## config.mk

```make
export PLATFORM = sky130hd
export DESIGN_NAME = input_port_ctrl_flat
export DESIGN_NICKNAME = d
export VERILOG_FILES = /design/src/rtl/input_port_ctrl_if.sv /design/src/rtl/input_port_ctrl.sv /design/src/flat_wrapper.sv
export SDC_FILE = /design/constraint.sdc
export NUM_CORES = 1
export LEC_CHECK = 0
export ABC_AREA = 1
export CORE_MARGIN = 2
export CORE_UTILIZATION = 42
export CTS_CLUSTER_DIAMETER = 100
export DETAILED_ROUTE_END_ITERATION = 10
export PLACE_DENSITY = 0.77
export SLEW_MARGIN = 20
export SYNTH_ARGS = -nofsm -noshare
export SYNTH_HDL_FRONTEND = slang
export SYNTH_SLANG_ARGS = --single-unit
```

## constraint.sdc

```tcl
create_clock -name clk -period 2.05 [get_ports clk]
set_input_delay 0.615 -clock clk [delete_from_list [all_inputs] [get_ports clk]]
set_output_delay 0.615 -clock clk [all_outputs]
set_load 0.01 [all_outputs]
```

## src/rtl/input_port_ctrl_if.sv

```systemverilog
// Handshake bundle between one router input port, its serial link and the crossbar arbiter.
interface input_port_ctrl_if #(
  parameter int NUM_PORTS = 16,
  parameter int ADDR_W    = $clog2(NUM_PORTS),
  parameter int CNT_W     = 16
);
  logic                 din;
  logic                 frame_n;
  logic [NUM_PORTS-1:0] busy_in;
  logic [NUM_PORTS-1:0] grant_in;
  logic [NUM_PORTS-1:0] request_out;
  logic                 data_enable_out;
  logic [ADDR_W-1:0]    address_out;
  logic                 drop_out;
  logic [CNT_W-1:0]     pkt_count_out;

  modport master (
    output din, frame_n, busy_in, grant_in,
    input  request_out, data_enable_out, address_out, drop_out, pkt_count_out
  );

  modport slave (
    input  din, frame_n, busy_in, grant_in,
    output request_out, data_enable_out, address_out, drop_out, pkt_count_out
  );
endinterface

```

## src/rtl/input_port_ctrl.sv

```systemverilog
// Router input-port controller: deserialises the destination, requests the crossbar,
// forwards payload after grant, drops frames on early end or grant timeout.
module input_port_ctrl #(
  parameter int NUM_PORTS     = 16,
  parameter int ADDR_W        = $clog2(NUM_PORTS),
  parameter int GRANT_TIMEOUT = 64,
  parameter int CNT_W         = 16
) (
  input logic              clk,
  input logic              reset,
  input_port_ctrl_if.slave bus
);

  localparam int TO_W      = (GRANT_TIMEOUT > 0) ? $clog2(GRANT_TIMEOUT + 1) : 1;
  localparam int TO_LAST_I = (GRANT_TIMEOUT > 0) ? GRANT_TIMEOUT - 1 : 0;
  localparam int BIT_START = (ADDR_W > 1) ? ADDR_W - 2 : 0;
  localparam logic [TO_W-1:0]   TO_LAST  = TO_W'(TO_LAST_I);
  localparam logic [ADDR_W-1:0] BIT_INIT = ADDR_W'(BIT_START);

  typedef enum logic [2:0] {IDLE, ADDR, WAIT, PAYLOAD, DROP} state_t;

  state_t               state, state_nxt;
  logic [ADDR_W-1:0]    addr, addr_nxt;
  logic [ADDR_W-1:0]    bit_cnt, bit_cnt_nxt;
  logic [TO_W-1:0]      to_cnt, to_cnt_nxt;
  logic                 drop_q, drop_nxt;
  logic [CNT_W-1:0]     cnt;
  logic                 cnt_inc;
  logic                 requesting;
  logic                 sel_busy, sel_grant;
  logic [NUM_PORTS-1:0] request;
  logic                 data_enable;

  function automatic logic [NUM_PORTS-1:0] onehot(input logic [ADDR_W-1:0] a);
    logic [NUM_PORTS-1:0] v;
    v    = '0;
    v[a] = 1'b1;
    return v;
  endfunction

  assign sel_busy  = bus.busy_in[addr];
  assign sel_grant = bus.grant_in[addr];

  always_comb begin
    state_nxt   = state;
    addr_nxt    = addr;
    bit_cnt_nxt = bit_cnt;
    to_cnt_nxt  = to_cnt;
    drop_nxt    = 1'b0;
    cnt_inc     = 1'b0;
    requesting  = 1'b0;
    request     = '0;
    data_enable = 1'b0;
    unique case (state)
      IDLE: begin
        if (!bus.frame_n) begin
          addr_nxt[ADDR_W-1] = bus.din;
          bit_cnt_nxt        = BIT_INIT;
          to_cnt_nxt         = '0;
          state_nxt          = (ADDR_W == 1) ? WAIT : ADDR;
        end
      end
      ADDR: begin
        addr_nxt[bit_cnt] = bus.din;
        bit_cnt_nxt       = bit_cnt - ADDR_W'(1);
        if (bit_cnt == '0) state_nxt = WAIT;
      end
      WAIT: begin
        // A busy destination suppresses the request, and a grant we did not ask for is ignored.
        requesting = !sel_busy;
        request    = requesting ? onehot(addr) : '0;
        to_cnt_nxt = to_cnt + TO_W'(1);
        if (bus.frame_n) begin
          state_nxt = IDLE;
          drop_nxt  = 1'b1;
        end else if (requesting && sel_grant) begin
          state_nxt = PAYLOAD;
        end else if ((GRANT_TIMEOUT != 0) && (to_cnt == TO_LAST)) begin
          state_nxt = DROP;
          drop_nxt  = 1'b1;
        end
      end
      PAYLOAD: begin
        request     = onehot(addr);
        data_enable = 1'b1;
        if (bus.frame_n) begin
          state_nxt = IDLE;
          cnt_inc   = 1'b1;
        end
      end
      DROP: begin
        if (bus.frame_n) state_nxt = IDLE;
      end
      default: state_nxt = IDLE;
    endcase
  end

  always_ff @(posedge clk) begin
    if (reset) begin
      state   <= IDLE;
      addr    <= '0;
      bit_cnt <= '0;
      to_cnt  <= '0;
      drop_q  <= 1'b0;
      cnt     <= '0;
    end else begin
      state   <= state_nxt;
      addr    <= addr_nxt;
      bit_cnt <= bit_cnt_nxt;
      to_cnt  <= to_cnt_nxt;
      drop_q  <= drop_nxt;
      if (cnt_inc) cnt <= cnt + CNT_W'(1);
    end
  end

  assign bus.request_out     = request;
  assign bus.data_enable_out = data_enable;
  assign bus.address_out     = addr;
  assign bus.drop_out        = drop_q;
  assign bus.pkt_count_out   = cnt;

endmodule

```

## src/flat_wrapper.sv

```systemverilog
// flat-port wrapper written by rule: the top's interface ports become plain ports
module input_port_ctrl_flat 
#(
  parameter int NUM_PORTS     = 16,
  parameter int ADDR_W        = $clog2(NUM_PORTS),
  parameter int GRANT_TIMEOUT = 64,
  parameter int CNT_W         = 16
)
  (clk, reset, bus_din, bus_frame_n, bus_busy_in, bus_grant_in, bus_request_out, bus_data_enable_out, bus_address_out, bus_drop_out, bus_pkt_count_out);
  input_port_ctrl_if #(.NUM_PORTS(NUM_PORTS), .ADDR_W(ADDR_W), .CNT_W(CNT_W)) bus_i ();
  input logic clk;
  input logic reset;
  input wire logic [$bits(bus_i.din)-1:0] bus_din;
  input wire logic [$bits(bus_i.frame_n)-1:0] bus_frame_n;
  input wire logic [$bits(bus_i.busy_in)-1:0] bus_busy_in;
  input wire logic [$bits(bus_i.grant_in)-1:0] bus_grant_in;
  output wire logic [$bits(bus_i.request_out)-1:0] bus_request_out;
  output wire logic [$bits(bus_i.data_enable_out)-1:0] bus_data_enable_out;
  output wire logic [$bits(bus_i.address_out)-1:0] bus_address_out;
  output wire logic [$bits(bus_i.drop_out)-1:0] bus_drop_out;
  output wire logic [$bits(bus_i.pkt_count_out)-1:0] bus_pkt_count_out;
  assign bus_i.din = bus_din;
  assign bus_i.frame_n = bus_frame_n;
  assign bus_i.busy_in = bus_busy_in;
  assign bus_i.grant_in = bus_grant_in;
  assign bus_request_out = bus_i.request_out;
  assign bus_data_enable_out = bus_i.data_enable_out;
  assign bus_address_out = bus_i.address_out;
  assign bus_drop_out = bus_i.drop_out;
  assign bus_pkt_count_out = bus_i.pkt_count_out;
  input_port_ctrl #(.NUM_PORTS(NUM_PORTS), .ADDR_W(ADDR_W), .GRANT_TIMEOUT(GRANT_TIMEOUT), .CNT_W(CNT_W)) u_core (.clk(clk), .reset(reset), .bus(bus_i));
endmodule
```

### Word-level counts from Yosys, hierarchy flattened

Index checks and enable logic that the tools add are counted.
W data, S select, Z words.

| word-level totals | value |
|---|---|
| flip-flop bits (word level) | 35 |
| input bits | 36 |
| output and inout bits | 38 |
| logic and storage cells | 67 |

| operators by class | value |
|---|---|
| $add $sub $neg | 3 |
| $lt $le $gt $ge | 4 |
| eq/ne operators | 9 |
| muxes and demuxes | 30 |
| bitwise operators | 1 |
| reductions and logical operators | 13 |

Operators by type and width:

| operator | count |
|---|---|
| $pmux W16 S2 | 1 |
| $mux W3 | 6 |
| $add A16 B1 Y16 const B | 1 |
| $mux W16 | 1 |
| $pmux W7 S2 | 1 |
| $pmux W3 S4 | 1 |
| $mux W1 | 11 |
| $bmux W1 S4 | 2 |
| $ge A4 B1 Y1 const B | 2 |
| $pmux W4 S2 | 1 |
| $add A7 B1 Y7 const B | 1 |
| $eq A7 B6 Y1 const B | 1 |
| $mux W7 | 1 |
| $eq A3 B2 Y1 const B | 2 |
| $lt A4 B5 Y1 const B | 1 |
| $bwmux W4 | 1 |
| $demux W1 S4 | 1 |
| $logic_not A4 Y1 | 1 |
| $lt A4 B3 Y1 const B | 1 |
| $mux W4 | 1 |
| $ne A2 B1 Y1 const B | 2 |
| $ne A4 B2 Y1 const B | 1 |
| $reduce_and A2 Y1 | 2 |
| $reduce_and A4 Y1 | 1 |
| other kinds (12) | 16 |

### Longest topological paths before layout

| logic depth | value |
|---|---|
| depth in word-level cells | 7 |
| depth in mapped cells | 16 |
| mapped depth without buffers | 15 |

### Least setup slack after synthesis

No wires, ideal clock.

| timing path | value |
|---|---|
| path kind | input to output |
| start | in bus_busy_in[3] |
| end | out bus_request_out[10] |
| arrival | 1.470 ns |
| required time | 1.435 ns |
| path slack | -0.035 ns |
| stages on the path | 9 |
| path buffers | 0 |
| path through | nand2_1 -> nand2_1 -> nand2_1 -> nand2_1 -> nand2_1 -> nand2_1 -> nor2_2 -> nor2_1 -> nor4_1 |

| on the way | value |
|---|---|
| word-level cells in the longest chain between the ends | 4 |

Ends and longest elaborated chain:

| item | line | source |
|---|---|---|
| from (decl) | flat_wrapper.sv:15 | `input wire logic [$bits(bus_i.busy_in)-1:0] bus_busy_in;` |
| $bmux W1 S4 | input_port_ctrl.sv:41 | `assign sel_busy = bus.busy_in[addr];` |
| $mux W1 (implied by the code) | input_port_ctrl.sv:41 |  |
| $mux W16 | input_port_ctrl.sv:71 | `request = requesting ? onehot(addr) : '0;` |
| $pmux W16 S2 | input_port_ctrl.sv:54 | `unique case (state)` |
| to (decl) | flat_wrapper.sv:17 | `output wire logic [$bits(bus_i.request_out)-1:0] bus_request_out;` |

Every way passes these cells. The select of a mux whose other input is x is not followed.

### Worst setup path in the final report

| timing path | value |
|---|---|
| start | reg u_core.addr[0] (netlist: u_core.bus.address_out[0]) |
| end | out bus_request_out[8] |

| on the way | value |
|---|---|
| word-level cells in the longest chain between the ends | 6 |
| elaborated cells on any way between the ends | 9 |
| those cells by class | order compare: 2; mux: 6; reduce/logical: 1 |

Ends and longest elaborated chain:

| item | line | source |
|---|---|---|
| from (decl) | input_port_ctrl.sv:23 | `logic [ADDR_W-1:0] addr, addr_nxt;` |
| from (signal assigned) | input_port_ctrl.sv:108 | `addr <= addr_nxt;` |
| $lt A4 B5 Y1 (implied by the code) / $ge A4 B1 Y1 (equally long branches) | input_port_ctrl.sv:37 | `v[a] = 1'b1;` |
| $logic_and A1 B1 Y1 (implied by the code) | input_port_ctrl.sv:37 |  |
| $mux W1 (implied by the code) | input_port_ctrl.sv:37 |  |
| $demux W1 S4 | - |  |
| $mux W16 | input_port_ctrl.sv:71 |  |
| $pmux W16 S2 * | input_port_ctrl.sv:54 |  |

Every way passes the cells marked *; elsewhere a longest branch is shown, timed or not. The select of a mux whose other input is x is not followed.

==> results.sh <==
export IMPL_yosysTopAreaCell="dfxtp_1"
export IMPL_diodes=0
export IMPL_clkTransAtPathRegs_ps=70
export IMPL_ir_worst_vdd_mv=0.641
export IMPL_min_path_type="register to register"
export IMPL_use_met2_pct=40.4
export IMPL_fin_crit_sh_pct=119
export IMPL_cts_max_level=2
export IMPL_yosysSeqAreaShare_pct=31.0
export IMPL_startpoint_type="register"
export IMPL_drt_iter0_drc=170
export IMPL_cp_max_fo=5
export IMPL_synth_top_area_share_pct=31.0
export IMPL_num_io_pins=74
export IMPL_power_density_nw_per_um2=896
export IMPL_synth_area_leaders="dfxtp_1, nand2_1, nor2_1, inv_1, a21oi_1"
export IMPL_rr_worst_depth=18
export IMPL_die_h_um=77.3
export IMPL_worst_ep_required_time_ps=1430
export IMPL_worst_slew_pin_slew_ps=460
export IMPL_drive_above_1_share_pct=22.3
export IMPL_clockRootBuffer="clkbuf_8"
export IMPL_drt_wirelength_per_cell_um=12.1
export IMPL_met1_usage_pct=27.9
export IMPL_tns_ps=-5510
export IMPL_numCtsBuffers=5
export IMPL_track_usage_pct=22.8
export IMPL_setup_ws_ps=-383
export IMPL_syn_to_final_growth_pct=54.8
export IMPL_routed_wl_um=6770
export IMPL_synth_edf_count=0
export IMPL_drv_cap=0
export IMPL_ys_types=30
export IMPL_syn_cell_area_sq_um=2260
export IMPL_critPathSlowestCell="dfxtp_4"
export IMPL_drt_pass1_iter_count=4
export IMPL_clock_latency_ps=290
export IMPL_grt_pass1_wl_um=11300
export IMPL_setup_worst_path_end_class="output port"
export IMPL_final_cell_mix="nand2_1, buf_4, clkdlybuf4s50_1"
export IMPL_slew_viol_final=0
export IMPL_final_common_cell="nand2_1"
export IMPL_fin_skew_ps=3.82
export IMPL_period_minus_slack_ps=2430
export IMPL_fp_dieW_um=77.3
export IMPL_syn_mean_instance_area_sq_um=6.08
export IMPL_coreArea_sq_um=5140
export IMPL_dieArea_sq_um=5980
export IMPL_rows=26
export IMPL_finalNetCount=530
export IMPL_outcome="complete, but fails checks"
export IMPL_ys_warn_count=0
export IMPL_rsz0062_at_grt="yes"
export IMPL_syn_inst=371
export IMPL_min_path_cells=2
export IMPL_cts_tree="yes"
export IMPL_critical_path_cell_chain="buf_12, nand2_1, nand2_1, nand2_1, nand2_1, nand2_1, nand2_2, nor2_4, nor2_4, nor4_1, buf_2"
export IMPL_post_place_ws_ps=-1020
export IMPL_grt_pass1_vias=2596
export IMPL_initial_core_util_pct=43.9
export IMPL_grt_busiest_layer="met2"
export IMPL_crit_type="register to output port"
export IMPL_critPathMostFrequentCell="nand2_1"
export IMPL_syn_nets=414
export IMPL_antenna_found_initial=0
export IMPL_fmax_ghz=0.411
export IMPL_max_slew_margin_rel_pct=69.3
export IMPL_gp_congestion=0.843
export IMPL_max_stage_delay_ps=380
export IMPL_p_leak_nw=1.61
export IMPL_use_met3_pct=5.06
export IMPL_cts_path_max_buffers=2
export IMPL_total_power_w=0.00313
export IMPL_violations="setup timing"
export IMPL_clkSinkCount=35
export IMPL_synth_seq_cells=35
export IMPL_worst_ep_arrival_time_ps=1820
export IMPL_grt_max_degree=15
export IMPL_fillers=463
export IMPL_via_per_inst=4.93
export IMPL_multi_input_area_sq_um=1450
export IMPL_numPortBuffers=73
export IMPL_hpwl_um=5000
export IMPL_drc=0
export IMPL_seq_area_sq_um=704
export IMPL_ant_nets=0
export IMPL_setup_viol=16
export IMPL_synth_async_reset_ratio_pct=0
export IMPL_vias=2753
export IMPL_final_hold_viol_count=0
export IMPL_synth_flop_cell="dfxtp_1"
export IMPL_overflow=0
-- where the power goes --
group          internal [W]  switching (W)  leakage, nW  total [W]
sequential         0.000770       0.000108        0.284   0.000878
combinational      0.000813       0.000960         1.28    0.00177
clock              0.000238       0.000243       0.0422   0.000481
total               0.00182        0.00131         1.61    0.00313
-- cell usage after synthesis, types with 4 or more instances --
cell type  instances
nor2_1            44
a21oi_1           24
nor4_1             5
buf_2              6
nand2_1          132
inv_2              4
xor2_1             4
o21ai_0           12
ha_1               7
dfxtp_1           35
nor3_1            11
inv_1             36
nor2_2             4
nand3_1           18
-- path summary, 6_finish.rpt --
path                              from            endpoint  slack, ps
min                   u_core.to_cnt[6]    u_core.to_cnt[6]        470
min reg2reg           u_core.to_cnt[6]    u_core.to_cnt[6]        470
max reg2reg  u_core.bus.address_out[0]     u_core.state[0]        180
max          u_core.bus.address_out[0]  bus_request_out[8]       -380
-- per-stage QoR --
stage                     utilization [%]  hold slack [ps]  instance area, sq um  std cells
final                                68.0              471                  3490        558
after global routing                 68.0              526                  3490        558
after CTS                            66.2              471                  3400        554
after detailed placement             64.9              461                  3330        542
after global placement               64.9              450                  3330        542
after floorplan                         -              439                  2270        371
-- repair_timing --
item | 4_1_cts | 5_1_grt
pin swaps | 26 | 4
setup buffers | 4 | 3
cloned | 0 | 1
hold buffers | 0 | 0
setup endpoints to repair | 17 | 16
gates resized for setup | 118 | 15
-- flip-flops by register name, indices dropped and copies added (netlist names) --
signal	cells
u_core.to_cnt	7
u_core.bus.address_out	4
u_core.bus.pkt_count_out	16
u_core.state	3
u_core.bit_cnt	4
u_core.bus.drop_out	1
-- worst max-delay path: cells and delay by family, from the launching register on --
| family | cells | cell delay [ps] |
|---|---|---|
| AND/OR/NAND/NOR | 9 | 810 |
| flip-flops | 1 | 380 |
| buffers and inverters | 2 | 340 |
-- routing by layer --
layer  share of wire, %  wire length, um
met1                 46             3100
met2                 47             3180
met3                5.8              396
met4                1.4               95
met5                  0                0
-- cell type report --
class	count	share of cell area [%]
clock buffers	7	2.18
clock inverters	1	0.143
inverters	40	4.51
multi-input cells	287	41.6
flip-flops and latches	35	20.2
well taps	70	2.51
repair buffers	118	28.9
-- cells by family after synthesis --
logic type | count (synthesis) | share of synthesized area, %
AND/OR/NAND/NOR | 231 | 44.1
buffers and inverters | 49 | 8.48
AO/OA/AOI/OAI | 45 | 10.9
flip-flops | 35 | 31.0
adder cells (fa/ha/maj) | 7 | 3.88
XOR/XNOR | 4 | 1.55
Power figures use the tool's default switching activity.
